**src/rtl/button_pkg.sv**
```systemverilog
// Shared constants, filter state encoding and helpers for the button conditioner.
package button_pkg;

  localparam int DEBOUNCE_CYC_DEF     = 488;
  localparam int REPEAT_DELAY_CYC_DEF = 24400;
  localparam int REPEAT_RATE_CYC_DEF  = 4880;

  localparam int NUM_BTN = 5;

  // Bit positions inside the {C,U,D,R,L} vectors; higher index = higher priority.
  localparam int IDX_C = 4;
  localparam int IDX_U = 3;
  localparam int IDX_D = 2;
  localparam int IDX_R = 1;
  localparam int IDX_L = 0;

  typedef enum logic [1:0] {
    IDLE      = 2'd0,
    PRESS_CHK = 2'd1,
    HELD      = 2'd2,
    REL_CHK   = 2'd3
  } filter_state_e;

  function automatic int cnt_width(input int a, input int b, input int c);
    int m;
    m = a;
    if (b > m) m = b;
    if (c > m) m = c;
    return $clog2(m) + 1;
  endfunction

  // One-hot of the highest set request bit, or zero when nothing is requested.
  function automatic logic [NUM_BTN-1:0] pick_highest(input logic [NUM_BTN-1:0] req);
    logic [NUM_BTN-1:0] g;
    g = '0;
    for (int i = 0; i < NUM_BTN; i++) begin
      if (req[i]) begin
        g    = '0;
        g[i] = 1'b1;
      end
    end
    return g;
  endfunction

endpackage

```
**src/rtl/button_conditioner_if.sv**
```systemverilog
// Raw button pins in, conditioned pulses and status out; slave side is the conditioner.
interface button_conditioner_if;
  logic       BTNC_in, BTNU_in, BTND_in, BTNR_in, BTNL_in;
  logic       BTNC, BTNU, BTND, BTNR, BTNL;
  logic [4:0] held;
  logic [4:0] pending;

  modport master (
    output BTNC_in, BTNU_in, BTND_in, BTNR_in, BTNL_in,
    input  BTNC, BTNU, BTND, BTNR, BTNL, held, pending
  );

  modport slave (
    input  BTNC_in, BTNU_in, BTND_in, BTNR_in, BTNL_in,
    output BTNC, BTNU, BTND, BTNR, BTNL, held, pending
  );
endinterface

```
**src/rtl/btn_filter.sv**
```systemverilog
// Per-button 2-flop synchroniser, debounce FSM and (with BUTTON_AUTO_REPEAT_EN) hold-repeat counter.
// press is a one-cycle request to set the button's pending bit.
module btn_filter
  import button_pkg::*;
#(
  parameter int DEBOUNCE_CYC     = DEBOUNCE_CYC_DEF,
  parameter int REPEAT_DELAY_CYC = REPEAT_DELAY_CYC_DEF,
  parameter int REPEAT_RATE_CYC  = REPEAT_RATE_CYC_DEF
`ifdef BUTTON_AUTO_REPEAT_EN
  , parameter bit REPEAT_EN      = 1'b1
`endif
) (
  input  logic clk,
  input  logic reset,
  input  logic pin_in,
  output logic held,
  output logic press
);

  localparam int             CNT_W    = cnt_width(DEBOUNCE_CYC, REPEAT_DELAY_CYC, REPEAT_RATE_CYC);
  localparam logic [CNT_W-1:0] DEB_LAST = CNT_W'(DEBOUNCE_CYC - 1);

  logic [1:0]       sync_q, sync_d;
  filter_state_e    state_q, state_d;
  logic [CNT_W-1:0] cnt_q, cnt_d, cnt_inc;
  logic             held_q, held_d;
  logic             accept;
  logic             level;

  assign level   = sync_q[1];
  assign cnt_inc = (cnt_q == '1) ? cnt_q : cnt_q + 1'b1;

  // NOTE: every output of this block gets a default first, so no path can infer a latch.
  always_comb begin
    sync_d  = {sync_q[0], pin_in};
    state_d = state_q;
    cnt_d   = cnt_q;
    held_d  = held_q;
    accept  = 1'b0;
    case (state_q)
      IDLE: if (level) begin
        state_d = PRESS_CHK;
        cnt_d   = CNT_W'(1);
      end
      PRESS_CHK: begin
        if (!level) begin
          state_d = IDLE;
          cnt_d   = '0;
        end else if (cnt_q >= DEB_LAST) begin
          state_d = HELD;
          held_d  = 1'b1;
          accept  = 1'b1;
          cnt_d   = '0;
        end else begin
          cnt_d = cnt_inc;
        end
      end
      HELD: if (!level) begin
        state_d = REL_CHK;
        cnt_d   = CNT_W'(1);
      end
      REL_CHK: begin
        if (level) begin
          state_d = HELD;
          cnt_d   = '0;
        end else if (cnt_q >= DEB_LAST) begin
          state_d = IDLE;
          held_d  = 1'b0;
          cnt_d   = '0;
        end else begin
          cnt_d = cnt_inc;
        end
      end
      default: begin
        state_d = IDLE;
        cnt_d   = '0;
        held_d  = 1'b0;
      end
    endcase
  end

  // NOTE: state flops use non-blocking assignment so every flop samples pre-edge values.
  always_ff @(posedge clk) begin
    if (reset) begin
      sync_q  <= '0;
      state_q <= IDLE;
      cnt_q   <= '0;
      held_q  <= 1'b0;
    end else begin
      sync_q  <= sync_d;
      state_q <= state_d;
      cnt_q   <= cnt_d;
      held_q  <= held_d;
    end
  end

  assign held = held_q;

`ifdef BUTTON_AUTO_REPEAT_EN
  logic rpt_fire;

  if (REPEAT_EN) begin : g_rpt
    localparam logic [CNT_W-1:0] RPT_LAST   = CNT_W'(REPEAT_DELAY_CYC - 1);
    localparam logic [CNT_W-1:0] RPT_RELOAD = CNT_W'(REPEAT_DELAY_CYC - REPEAT_RATE_CYC);

    logic [CNT_W-1:0] rpt_q, rpt_d;

    // Reloading to DELAY-RATE after a fire spaces later fires RATE cycles apart.
    assign rpt_fire = (state_q == HELD) && (rpt_q == RPT_LAST);

    always_comb begin
      rpt_d = '0;
      if (state_q == HELD) rpt_d = rpt_fire ? RPT_RELOAD : rpt_q + 1'b1;
    end

    always_ff @(posedge clk) begin
      if (reset) rpt_q <= '0;
      else       rpt_q <= rpt_d;
    end
  end else begin : g_no_rpt
    assign rpt_fire = 1'b0;
  end

  assign press = accept | rpt_fire;
`else
  assign press = accept;
`endif

endmodule

```
**src/rtl/button_conditioner.sv**
```systemverilog
// Five debounced buttons feeding a pending register and fixed-priority (C>U>D>R>L) one-hot pulse arbiter.
// Optional auto-repeat on U/D/R/L is enabled by defining BUTTON_AUTO_REPEAT_EN.
module button_conditioner
  import button_pkg::*;
#(
  parameter int DEBOUNCE_CYC     = DEBOUNCE_CYC_DEF,
  parameter int REPEAT_DELAY_CYC = REPEAT_DELAY_CYC_DEF,
  parameter int REPEAT_RATE_CYC  = REPEAT_RATE_CYC_DEF
) (
  input logic                 clk,
  input logic                 reset,
  button_conditioner_if.slave bus
);

  logic [NUM_BTN-1:0] pin_v, held_v, press_v, grant;
  logic [NUM_BTN-1:0] pending_q, pending_d;
  logic [NUM_BTN-1:0] pulse_q, pulse_d;

  assign pin_v = {bus.BTNC_in, bus.BTNU_in, bus.BTND_in, bus.BTNR_in, bus.BTNL_in};

  for (genvar i = 0; i < NUM_BTN; i++) begin : g_btn
    btn_filter #(
      .DEBOUNCE_CYC     (DEBOUNCE_CYC),
      .REPEAT_DELAY_CYC (REPEAT_DELAY_CYC),
      .REPEAT_RATE_CYC  (REPEAT_RATE_CYC)
`ifdef BUTTON_AUTO_REPEAT_EN
      , .REPEAT_EN      (i != IDX_C)
`endif
    ) u_filter (
      .clk    (clk),
      .reset  (reset),
      .pin_in (pin_v[i]),
      .held   (held_v[i]),
      .press  (press_v[i])
    );
  end

  // A press landing on the bit being granted this cycle survives: set wins over clear.
  always_comb begin
    grant     = pick_highest(pending_q);
    pulse_d   = grant;
    pending_d = (pending_q & ~grant) | press_v;
  end

  always_ff @(posedge clk) begin
    if (reset) begin
      pending_q <= '0;
      pulse_q   <= '0;
    end else begin
      pending_q <= pending_d;
      pulse_q   <= pulse_d;
    end
  end

  assign bus.BTNC    = pulse_q[IDX_C];
  assign bus.BTNU    = pulse_q[IDX_U];
  assign bus.BTND    = pulse_q[IDX_D];
  assign bus.BTNR    = pulse_q[IDX_R];
  assign bus.BTNL    = pulse_q[IDX_L];
  assign bus.held    = held_v;
  assign bus.pending = pending_q;

endmodule
```
**src/flat_wrapper.sv**
```systemverilog
// flat-port wrapper written by rule: the top's interface ports become plain ports
module button_conditioner_flat import button_pkg::*;
#(
  parameter int DEBOUNCE_CYC     = DEBOUNCE_CYC_DEF,
  parameter int REPEAT_DELAY_CYC = REPEAT_DELAY_CYC_DEF,
  parameter int REPEAT_RATE_CYC  = REPEAT_RATE_CYC_DEF
)
  (clk, reset, bus_BTNC_in, bus_BTNU_in, bus_BTND_in, bus_BTNR_in, bus_BTNL_in, bus_BTNC, bus_BTNU, bus_BTND, bus_BTNR, bus_BTNL, bus_held, bus_pending);
  button_conditioner_if bus_i ();
  input logic clk;
  input logic reset;
  input wire logic [$bits(bus_i.BTNC_in)-1:0] bus_BTNC_in;
  input wire logic [$bits(bus_i.BTNU_in)-1:0] bus_BTNU_in;
  input wire logic [$bits(bus_i.BTND_in)-1:0] bus_BTND_in;
  input wire logic [$bits(bus_i.BTNR_in)-1:0] bus_BTNR_in;
  input wire logic [$bits(bus_i.BTNL_in)-1:0] bus_BTNL_in;
  output wire logic [$bits(bus_i.BTNC)-1:0] bus_BTNC;
  output wire logic [$bits(bus_i.BTNU)-1:0] bus_BTNU;
  output wire logic [$bits(bus_i.BTND)-1:0] bus_BTND;
  output wire logic [$bits(bus_i.BTNR)-1:0] bus_BTNR;
  output wire logic [$bits(bus_i.BTNL)-1:0] bus_BTNL;
  output wire logic [$bits(bus_i.held)-1:0] bus_held;
  output wire logic [$bits(bus_i.pending)-1:0] bus_pending;
  assign bus_i.BTNC_in = bus_BTNC_in;
  assign bus_i.BTNU_in = bus_BTNU_in;
  assign bus_i.BTND_in = bus_BTND_in;
  assign bus_i.BTNR_in = bus_BTNR_in;
  assign bus_i.BTNL_in = bus_BTNL_in;
  assign bus_BTNC = bus_i.BTNC;
  assign bus_BTNU = bus_i.BTNU;
  assign bus_BTND = bus_i.BTND;
  assign bus_BTNR = bus_i.BTNR;
  assign bus_BTNL = bus_i.BTNL;
  assign bus_held = bus_i.held;
  assign bus_pending = bus_i.pending;
  button_conditioner #(.DEBOUNCE_CYC(DEBOUNCE_CYC), .REPEAT_DELAY_CYC(REPEAT_DELAY_CYC), .REPEAT_RATE_CYC(REPEAT_RATE_CYC)) u_core (.clk(clk), .reset(reset), .bus(bus_i));
endmodule
```
**config.mk**
```make
export PLATFORM = sky130hd
export DESIGN_NAME = button_conditioner_flat
export DESIGN_NICKNAME = d
export VERILOG_FILES = /design/src/rtl/button_pkg.sv /design/src/rtl/button_conditioner_if.sv /design/src/rtl/btn_filter.sv /design/src/rtl/button_conditioner.sv /design/src/flat_wrapper.sv
export SDC_FILE = /design/constraint.sdc
export NUM_CORES = 1
export LEC_CHECK = 0
export CAP_MARGIN = 20
export CORE_MARGIN = 2
export CORE_UTILIZATION = 55
export CTS_CLUSTER_DIAMETER = 40
export DETAILED_ROUTE_END_ITERATION = 16
export DONT_BUFFER_PORTS = 1
export GPL_ROUTABILITY_DRIVEN = 0
export GPL_TIMING_DRIVEN = 1
export PLACE_DENSITY = 0.76
export SYNTH_ARGS = -nofsm -noshare
export SYNTH_HDL_FRONTEND = slang
export SYNTH_SLANG_ARGS = --single-unit
```
**constraint.sdc**
```tcl
create_clock -name clk -period 1.9 [get_ports clk]
set_clock_uncertainty 0.05 [all_clocks]
set_input_delay 0.19 -clock clk [delete_from_list [all_inputs] [get_ports clk]]
set_output_delay 0.19 -clock clk [all_outputs]
set_load 0.005 [all_outputs]
```
**Word-level counts from Yosys, hierarchy flattened**

Index checks and enable logic that the tools add are counted.

- Add/sub/neg operators: 5
- Multiplexer cells: 115
- Eq/ne operators: 60
- Bitwise operators: 3
- Reduce and logical (&&, ||, !) cells: 25
- $lt $le $gt $ge: 5

Operators by type and width:

| operator | count |
|---|---|
| $mux W16 | 30 |
| $pmux W16 S4 | 5 |
| $add A16 B1 Y16 const B | 5 |
| $eq A16 B16 Y1 const B | 5 |
| $ge A16 B9 Y1 const B | 5 |
| $mux W2 | 31 |
| $ne A2 B2 Y1 const B | 30 |
| $pmux W2 S4 | 5 |
| $mux W1 | 36 |
| $ne A3 B3 Y1 const B | 10 |
| $reduce_and A5 Y1 | 5 |
| $eq A2 B2 Y1 const B | 10 |
| $reduce_and A4 Y1 | 5 |
| $eq A2 B1 Y1 const B | 5 |
| $logic_not A2 Y1 | 5 |
| $pmux W1 S2 | 5 |
| $reduce_and A2 Y1 | 5 |
| $reduce_bool A2 Y1 | 5 |
| $and A5 B5 Y5 | 1 |
| $mux W5 | 1 |
| $not A5 Y5 | 1 |
| $or A5 B5 Y5 | 1 |
| $mux W4 | 1 |
| $mux W3 | 1 |

- Register bits after elaboration: 115
- Logic and storage cells: 235

**Depth between registers and ports, before layout**

Gate-level depths: netlist of run 1.

- Depth after elaboration: 8
- Mapped depth: 7
- Mapped depth without buffers: 6

**Hierarchy**

A second synthesis of run 1 with hierarchy kept.

- Cells, all modules: 574
- Area, all modules: 5233.8 µm²

By module, submodules not included:

| module | cells an instance | seq. area each (µm²) | area an instance (µm²) | instances |
|---|---|---|---|---|
| btn_filter at u_core.g_btn[0].u_filter ... | 110 | 420.4 | 989.7 | 4 |
| btn_filter at u_core.g_btn[4].u_filter | 104 | 420.4 | 930.9 | 1 |
| button_conditioner | 30 | 200.2 | 344.1 | 1 |

**Least setup slack after synthesis of run 1**

OpenSTA, ideal clock, no wires.

- Path type: flip-flop to flip-flop
- From: register u_core.g_btn[0].u_filter.cnt_q[0]
- To: register u_core.g_btn[0].u_filter.cnt_q[6]
- Stages on the path, launching flop included: 8
- Required time: 1.776 ns
- Path slack: -0.173 ns
- Period minus slack after synthesis: 2.073 ns
- Arrival: 1.949 ns
- Cell sequence: dfxtp_1 > ha_1 > a211o_1 > a211o_1 > or2_1 > buf_2 > or3_1 > a31oi_1

- Word-level cells in the longest chain between the ends: 5
- Elaborated cells on any way between the ends: 8
- Classes of those cells: 1 x add/sub; 1 x order compare; 1 x eq/ne; 5 x mux

RTL lines:

| element | RTL line | RTL |
|---|---|---|
| start, declared | btn_filter.sv:25 | `logic [CNT_W-1:0] cnt_q, cnt_d, cnt_inc;` |
| start signal, assigned | btn_filter.sv:92 | `cnt_q <= cnt_d;` |
| $add A16 B1 Y16 / $eq A16 B16 Y1 (equally long branches) | btn_filter.sv:31 | `assign cnt_inc = (cnt_q == '1) ? cnt_q : cnt_q + 1'b1;` |
| $mux W16 | btn_filter.sv:31 |  |
| $mux W16 * | btn_filter.sv:49, btn_filter.sv:66 |  |
| $mux W16, on equally long branches | btn_filter.sv:63, btn_filter.sv:46 |  |
| $pmux W16 S4 * | btn_filter.sv:40 | `case (state_q)` |

Mark *: on every way between the ends. The rest lies on a longest branch, timed or not.
A chain may end at the register's enable or synchronous reset.

**Final worst setup path of run 1**

- From: register u_core.g_btn[0].u_filter.cnt_q[14]
- To: register u_core.g_btn[0].u_filter.cnt_q[6]

- Word-level cells in the longest chain between the ends: 5
- Elaborated cells on any way between the ends: 7
- Classes of those cells: 1 x order compare; 1 x eq/ne; 5 x mux

RTL lines:

| element | RTL line |
|---|---|
| parallel branches: the longest is 2 deep, another holds $ge A16 B9 Y1 | -- |
| $mux W16 * | btn_filter.sv:49, btn_filter.sv:66 |
| $mux W16, on equally long branches | btn_filter.sv:63, btn_filter.sv:46 |
| $pmux W16 S4 * | btn_filter.sv:40 |

Every way passes the cells marked *.

==> key figures, run 1 <==
Critical path
  – Worst r2r dst: u_core.g_btn[0].u_filter.cnt_q[6]
  – Critical path data required time: 2.30 ns
  – Critical path type: reg -> reg
  – Critical Path Fanout Max: 6
  – Buffers & Inverters on Critical Path: 0
  – Arrival time worst endpoint: 2.44 ns
  – Critical Path Slowest Stage Cell: or4_1
  – CP Launch Point: u_core.g_btn[0].u_filter.cnt_q[14]
  – Reg2reg start: u_core.g_btn[0].u_filter.cnt_q[14]
  – Setup crit start kind: flip-flop
  – Crit-path leading delay family: simple AND/OR/NAND/NOR gates
  – Worst path cell trace: or4_1 > a211o_1 > or2_4 > or3_4 > a31oi_4
  – R2r worst-path depth: 5
  – FF-to-FF setup slack: -0.14 ns
  – CP peak stage delay: 0.55 ns
  – Worst Setup End Kind: flip-flop

Synth
  – Netlist Area Pre-Place: 0.004881 mm²
  – Mean Syn Cell Area: 8.874 µm²
  – Ys flop type: dfxtp_1
  – Post-Syn Instances: 550
  – Cell taking the most area after synthesis: dfxtp_1
  – YS warnings: 0
  – Area share of the leading cell type in the synthesized netlist: 47.17%
  – Register area share after synthesis: 47.17%
  – Number of synthesized flops with an enable pin: 0
  – Synth top area cells: dfxtp_1, and3_1, a21oi_1, nand3_1, nand2_1
  – Syn_nets: 562
  – Yosys reg bits: 115
  – Share of flip-flops with an asynchronous set or reset: 0%
  – Post-synthesis cell type count: 50

Clock tree
  – CTS Hold Bufs: 13
  – CTS tree: yes
  – Root buffer selected by CTS: clkbuf_8
  – Maximum clock path buffer count: 2
  – Reg clk slew, reported paths: 0.06 ns
  – TritonCTS Buffers: 17
  – Clock latency on the worst-skew pair: 0.52 ns
  – CTS sink count: 115
  – H-tree depth: 4

Cells and area
  – Share of cells above drive strength 1: 24.68%
  – Final #Nets: 632
  – # fillers: 557
  – P&R area growth vs syn: 33.25%
  – Antenna Cells: 0

Routing
  – Antenna Nets Post-Route: 0
  – Drt drc: 0
  – Vias per cell: 6.361
  – Routed WL per cell: 17.55 µm
  – Via count: 4,707
  – First-pass DRT Iterations: 5
  – WL final: 12,990 µm
  – Number of DRC markers in iteration 0: 275

Pwr
  – Pwr/cell area: 943.3 mW/mm²
  – Logic pwr share: 3.2%
  – Power Total: 6.135 mW
  – Internal: 4.933 mW
  – Clock share of power: 56.3%
  – Net Switching: 1.202 mW
  – Worst IR Drop VDD: 0.5962 mV
  – Flop pwr share: 40.5%
  – Switching Share: 19.59%
  – Pleak: 2.640 nW

GRT
  – Met1 Track Usage GR: 32.64%
  – Gr busiest metal: met2
  – Global-route wire length before repair: 20,430 µm
  – Largest net degree at the start of global routing: 76
  – Initial antenna violation count: 0
  – Met3 Resource Use GR: 6.013%
  – Gr usage total: 26.03%
  – M2 GR Usage: 43.47%
  – Vias in the first global route: 4,324
  – Total gr overflow: 0

Die
  – Core area: 0.008678 mm²
  – Die H: 98.21 µm
  – Die area: 0.009644 mm²
  – Std-Cell Rows: 34
  – Ports: 22
  – Die W: 98.21 µm
  – Initial core utilization: 56.24%

Hold path
  – Hold path cells: 1
  – Hold endpoint: u_core.g_btn[0].u_filter.cnt_q[6]
  – Hold/Removal Path Class: in -> reg
  – Worst Hold Launch: reset

Placed design
  – PortBufs: 0
  – HPWL Detailed: 7162 µm
  – Post-place setup slack: -0.08689 ns

Timing
  – Min Hold Slack: -0.3175 ns
  – Setup TNS: -0.4942 ns
  – Slew @ Worst Pin: 0.5860 ns
  – Final hold viol count: 62
  – Fin worst setup slack: -0.1399 ns
  – Final setup viols: 10
  – RSZ-0062 raised after global routing: true
  – Fin. max-slew vios: 0
  – Crit share post-route: 107.4%
  – Fin crit period: 2.040 ns
  – Slew headroom: 60.38%
  – Max Freq: 490.2 MHz

Status
  – Violated checks: hold timing, setup timing
  – Outcome: finished with violations

Flow run
  – Max-cap violations: 0
## power groups by stage
stage | Clock, mW | Combinational (mW) | Sequential (mW)
after detailed placement | 0 | 0.161 | 2.53
after global placement | 0 | 0.157 | 2.53
after CTS | 3.48 | 0.182 | 2.48
after global routing | 3.59 | 0.217 | 2.49
after floorplan | 0 | 0.152 | 2.52
final | 3.46 | 0.196 | 2.48
## cell type report
type / count / area [µm²] / area share (%)
clock buffers: 23 / 476.7 / 7.330
clock inverters: 8 / 172.7 / 2.655
inverters: 13 / 48.80 / 0.7503
multi-input cells: 388 / 2631 / 40.46
flip-flops and latches: 115 / 2316 / 35.61
well taps: 108 / 135.1 / 2.078
repair buffers: 85 / 723.2 / 11.12
## flip-flops by register name, indices dropped and copies added (netlist names), named ones only
| name | count |
|---|---|
| u_core.g_btn.u_filter.state_q | 5 |
| u_core.g_btn.u_filter.held | 5 |
| u_core.g_btn.u_filter.cnt_q | 80 |
| u_core.bus.pending | 5 |
| u_core.g_btn.u_filter.sync_q | 10 |
| u_core.pulse_q | 5 |
## cell usage in the layout, fill, tap and decap left out, types with 4 or more instances in the layout
master | synthesis | final
and2_1 | 13 | 13
a21o_1 | 6 | 6
a21oi_1 | 43 | 39
or4_1 | 5 | 4
nor2_1 | 23 | 19
clkbuf_16 | 0 | 16
bufinv_16 | 0 | 5
clkbuf_8 | 0 | 5
a211oi_1 | 10 | 4
xor2_1 | 6 | 6
a41oi_1 | 6 | 4
nand4_1 | 20 | 20
a211oi_2 | 0 | 6
a311oi_1 | 6 | 4
and3_1 | 35 | 35
or3_1 | 5 | 4
o21ai_0 | 18 | 16
dlygate4sd3_1 | 0 | 13
nor3_1 | 19 | 17
nand2_1 | 38 | 36
o21a_1 | 7 | 7
nand2b_1 | 6 | 5
nand3_1 | 30 | 28
dfxtp_2 | 0 | 11
buf_4 | 6 | 58
nor2b_1 | 12 | 12
a211o_1 | 7 | 7
inv_1 | 13 | 13
buf_6 | 0 | 14
dfxtp_1 | 115 | 104
a31oi_1 | 13 | 12
and4_1 | 13 | 12
a21oi_2 | 0 | 4
## routing by layer
layer | vias to the layer above | wire, µm
met1 | 2268 | 5429
met4 | 0 | 435
li1 | 2201 | -
met2 | 196 | 6342
met3 | 42 | 780
met5 | - | 0
## cells by family after synthesis
logic type	Yosys count	share of synthesized area, %
and+or+nand+nor	234	26.79
buffers and inverters	48	4.255
muxes	2	0.4102
DFF	115	47.17
adders and majority gates	5	1.282
xor gates and xnor gates	8	1.436
AOI/OAI and AO/OA	138	18.66
## cell usage after synthesis (4+ instances only)
master	number
a22oi_1	4
nor2b_1	12
nor3_1	19
buf_4	6
o21ai_0	18
a21o_1	6
a311oi_1	6
a211o_1	7
or4_1	5
nand4_1	20
nand2_1	38
nand3_1	30
xor2_1	6
a41oi_1	6
o21a_1	7
inv_1	13
a31oi_1	13
nor2_1	23
dfxtp_1	115
clkbuf_1	23
and2_1	13
a21oi_1	43
and4_1	13
and3_1	35
ha_1	5
a211oi_1	10
buf_2	4
or3_1	5
nand2b_1	6
## metrics by stage
| stage | instances | cell area (µm²) | utilization, % |
|---|---|---|---|
| floorplan | 550 | 4912 | - |
| global placement | 682 | 5320 | 61.30 |
| detailed placement | 682 | 5320 | 61.30 |
| CTS | 731 | 6200 | 71.44 |
| global route | 740 | 6504 | 74.94 |
| finish | 740 | 6504 | 74.94 |
## worst max path at each step
| stage | end | cells past startpoint |
|---|---|---|
| floorplan | u_core.g_btn[0].u_filter.cnt_q[6] | 6 |
| global placement | u_core.g_btn[0].u_filter.cnt_q[6] | 5 |
| detailed placement | u_core.g_btn[0].u_filter.cnt_q[6] | 5 |
| CTS | u_core.g_btn[0].u_filter.cnt_q[6] | 5 |
| global route | u_core.g_btn[0].u_filter.cnt_q[6] | 5 |
| finish | u_core.g_btn[0].u_filter.cnt_q[6] | 5 |
## timing repair
action	4_1_cts	5_1_grt
endpoints found under the hold margin	75	62
cloned	1	1
gates resized for setup	17	57
setup endpoints to repair	24	46
buffers inserted	4	8
pin swaps	12	35
(Power assumes the default switching activity.)
==> run 2: changes to the inputs <==
--- a/config.mk
+++ b/config.mk
@@ -14,6 +14,8 @@
 export GPL_ROUTABILITY_DRIVEN = 0
 export GPL_TIMING_DRIVEN = 1
 export PLACE_DENSITY = 0.76
+export SETUP_SLACK_MARGIN = 0.02
+export SKIP_LAST_GASP = 1
 export SYNTH_ARGS = -nofsm -noshare
 export SYNTH_HDL_FRONTEND = slang
 export SYNTH_SLANG_ARGS = --single-unit
==> run 2 against run 1 <==
Net effect:
- the flow finishes with violations (setup timing)
- final cell count rose by 0.14%
- first-iteration DRC count fell by 0.36%
- hold slack improved by 0.44 ns
- clock-buffer cell count rose by 1
- worst setup slack improved by 0.015 ns
- critical path depth did not move
- flip-flop and latch count did not move
- global-route usage fell by 0.47 points
- die area did not move
- non-clock buffer count rose by 3
- via count fell by 1.5%
- total power fell by 9.5%
==> key figures, run 2 (same netlist as run 1, synthesis figures left out) <==
Cells and area
  – Most common cell after layout, fill and taps aside: dfxtp_1
  – Share of cells above drive strength 1: 24.80% (+0.12 points)
  – P&R area growth vs syn: 31.30%
  – Largest reg by FF count: u_core.g_btn.u_filter.cnt_q
  – Final #Nets: 634 (+0.32%)
  – Largest register FFs: 80 (unchanged)
  – Leading cell types in the layout, fill and taps excluded: dfxtp_1, buf_4, a21oi_1
  – Antenna Cells: 0 (unchanged)
  – Biggest regs: u_core.g_btn.u_filter.cnt_q: 80 flops, u_core.g_btn.u_filter.sync_q: 10 flops

Die
  – Die W: 98.21 µm (unchanged)
  – Std-Cell Rows: 34 (unchanged)
  – Core area: 0.008678 mm² (unchanged)
  – Die H: 98.21 µm (unchanged)
  – Ports: 22 (unchanged)
  – Die area: 0.009644 mm² (unchanged)
  – Initial core utilization: 56.24% (unchanged)

Routing
  – Drt drc: 0 (unchanged)
  – Antenna Nets Post-Route: 0 (unchanged)
  – Routed WL per cell: 17.71 µm (+0.90%)
  – WL final: 13,120 µm (+1.0%)
  – Via count: 4,638 (-1.5%)
  – Vias per cell: 6.259 (-1.6%)
  – Number of DRC markers in iteration 0: 274 (-0.36%)
  – First-pass DRT Iterations: 5 (unchanged)

Clock tree
  – Maximum clock path buffer count: 2 (unchanged)
  – Clock latency on the worst-skew pair: 0.51 ns (about the same)
  – CTS sink count: 115 (unchanged)
  – Reg clk slew, reported paths: 0.05 ns (about the same)
  – TritonCTS Buffers: 17 (unchanged)
  – CTS tree: yes
  – H-tree depth: 4 (unchanged)
  – Root buffer selected by CTS: clkbuf_8

Timing
  – Fin worst setup slack: -0.1252 ns (+0.01478 ns)
  – Final hold viol count: 0 (-100%)
  – Crit share post-route: 106.6% (-0.78 points)
  – Max Freq: 493.8 MHz (+0.73%)
  – Fin. max-slew vios: 0 (unchanged)
  – RSZ-0062 raised after global routing: true
  – Slew @ Worst Pin: 0.5198 ns (-0.06625 ns)
  – Final setup viols: 15 (+5)
  – Slew headroom: 64.86% (+4.5 points)
  – Fin crit period: 2.025 ns (-0.01478 ns)
  – Setup TNS: -0.5437 ns (-0.04952 ns)

Critical path
  – Critical Path Slowest Stage Cell: or4_1
  – R2r worst-path depth: 5 (unchanged)
  – Reg2reg start: u_core.g_btn[0].u_filter.cnt_q[12]
  – Critical path data required time: 2.28 ns (-0.02 ns)
  – Setup crit start kind: flip-flop
  – Worst Setup End Kind: flip-flop
  – Crit-path leading delay family: simple AND/OR/NAND/NOR gates
  – Buffers & Inverters on Critical Path: 0 (unchanged)
  – FF-to-FF setup slack: -0.13 ns (about the same)
  – CP peak stage delay: 0.52 ns (-0.03 ns)
  – Worst path cell trace: or4_1 > a211o_1 > or2_4 > or3_1 > a31oi_1
  – Critical path type: reg -> reg
  – Critical Path Fanout Max: 6 (unchanged)
  – Worst r2r dst: u_core.g_btn[0].u_filter.cnt_q[6]
  – Arrival time worst endpoint: 2.40 ns (-0.04 ns)

GRT
  – Global-route wire length before repair: 20,130 µm (-1.5%)
  – Largest net degree at the start of global routing: 76 (unchanged)
  – Vias in the first global route: 4,319 (-0.12%)
  – Total gr overflow: 0 (unchanged)
  – Initial antenna violation count: 0 (unchanged)
  – Gr usage total: 25.56% (-0.47 points)

Hold path
  – Worst Hold Launch: reset
  – Hold path cells: 2 (+1)
  – Hold endpoint: u_core.g_btn[4].u_filter.cnt_q[9]
  – Hold/Removal Path Class: in -> reg

Status
  – Violated checks: setup timing
  – Outcome: finished with violations

Placed design
  – HPWL Detailed: 7338 µm (+2.5%)
  – Post-place setup slack: -0.1188 ns (-0.03190 ns)
  – PortBufs: 0 (unchanged)

Pwr
  – Pwr/cell area: 866.3 mW/mm² (-8.2%)
  – Pleak: 2.615 nW (-0.94%)
  – Worst IR Drop VDD: 0.6706 mV (+12%)

Flow run
  – Max-cap violations: 0 (unchanged)
run 2: power breakdown:
part / leakage [nW] / internal (mW) / switching, mW / total, mW
sequential: 0.936 / 2.45 / 0.0346 / 2.48
combinational: 1.41 / 0.104 / 0.133 / 0.236
clock: 0.264 / 1.81 / 1.02 / 2.83
run 2: worst reg2reg max path, stage by stage, from the launching register on:
cell	delay, ns
dfxtp_2	0.31
or4_1	0.52
a211o_1	0.28
or2_4	0.27
or3_1	0.32
a31oi_1	0.19
run 2: worst max path at each step:
stage                                             startpoint                           endpoint  slack [ns]  cells after the start
after floorplan           u_core.g_btn[0].u_filter.cnt_q[14]  u_core.g_btn[0].u_filter.cnt_q[6]        -0.1                      6
final                     u_core.g_btn[0].u_filter.cnt_q[12]  u_core.g_btn[0].u_filter.cnt_q[6]       -0.13                      5
after detailed placement  u_core.g_btn[0].u_filter.cnt_q[14]  u_core.g_btn[0].u_filter.cnt_q[6]       -0.12                      5
after global placement    u_core.g_btn[0].u_filter.cnt_q[14]  u_core.g_btn[0].u_filter.cnt_q[6]       -0.03                      5
after CTS                 u_core.g_btn[0].u_filter.cnt_q[12]  u_core.g_btn[0].u_filter.cnt_q[6]       -0.06                      5
after global routing      u_core.g_btn[0].u_filter.cnt_q[12]  u_core.g_btn[0].u_filter.cnt_q[6]       -0.17                      5
run 2: what timing repair did:
| action | in CTS | in global routing |
|---|---|---|
| pin swaps | 13 | 30 |
| hold buffers | 14 | 2 |
| gates resized for setup | 21 | 56 |
| endpoints found under the hold margin | 75 | 61 |
| buffers inserted | 1 | 10 |
| setup endpoints to repair | 31 | 55 |
| cloned | 1 | 0 |
run 2: through the flow:
step | total power, mW | hold slack [ns] | area (µm²) | utilization (%) | instances
4_1_cts | 5.515 | -0.3182 | 6105 | 70.34 | 729
6_report | 5.552 | 0.1239 | 6409 | 73.85 | 741
3_5_place_dp | 2.697 | 0.2158 | 5338 | 61.51 | 683
2_1_floorplan | 2.670 | 0.2682 | 4928 | - | 550
5_1_grt | 5.714 | 0.1179 | 6409 | 73.85 | 741
3_3_place_gp | 2.691 | 0.2151 | 5338 | 61.51 | 683
run 2: metal layers:
layer	global-route usage, %	wire [µm]
met3	7.015	826
met5	0	0
met4	9.168	295
met1	30.99	5417
met2	43.73	6582
run 2: final cells by class:
| type | count | area, µm² |
|---|---|---|
| multi-input cells | 387 | 2614 |
| flip-flops and latches | 115 | 2318 |
| fillers | 576 | 2270 |
| repair buffers | 88 | 767.0 |
| clock buffers | 24 | 470.5 |
| well taps | 108 | 135.1 |
| clock inverters | 6 | 55.05 |
| inverters | 13 | 48.80 |
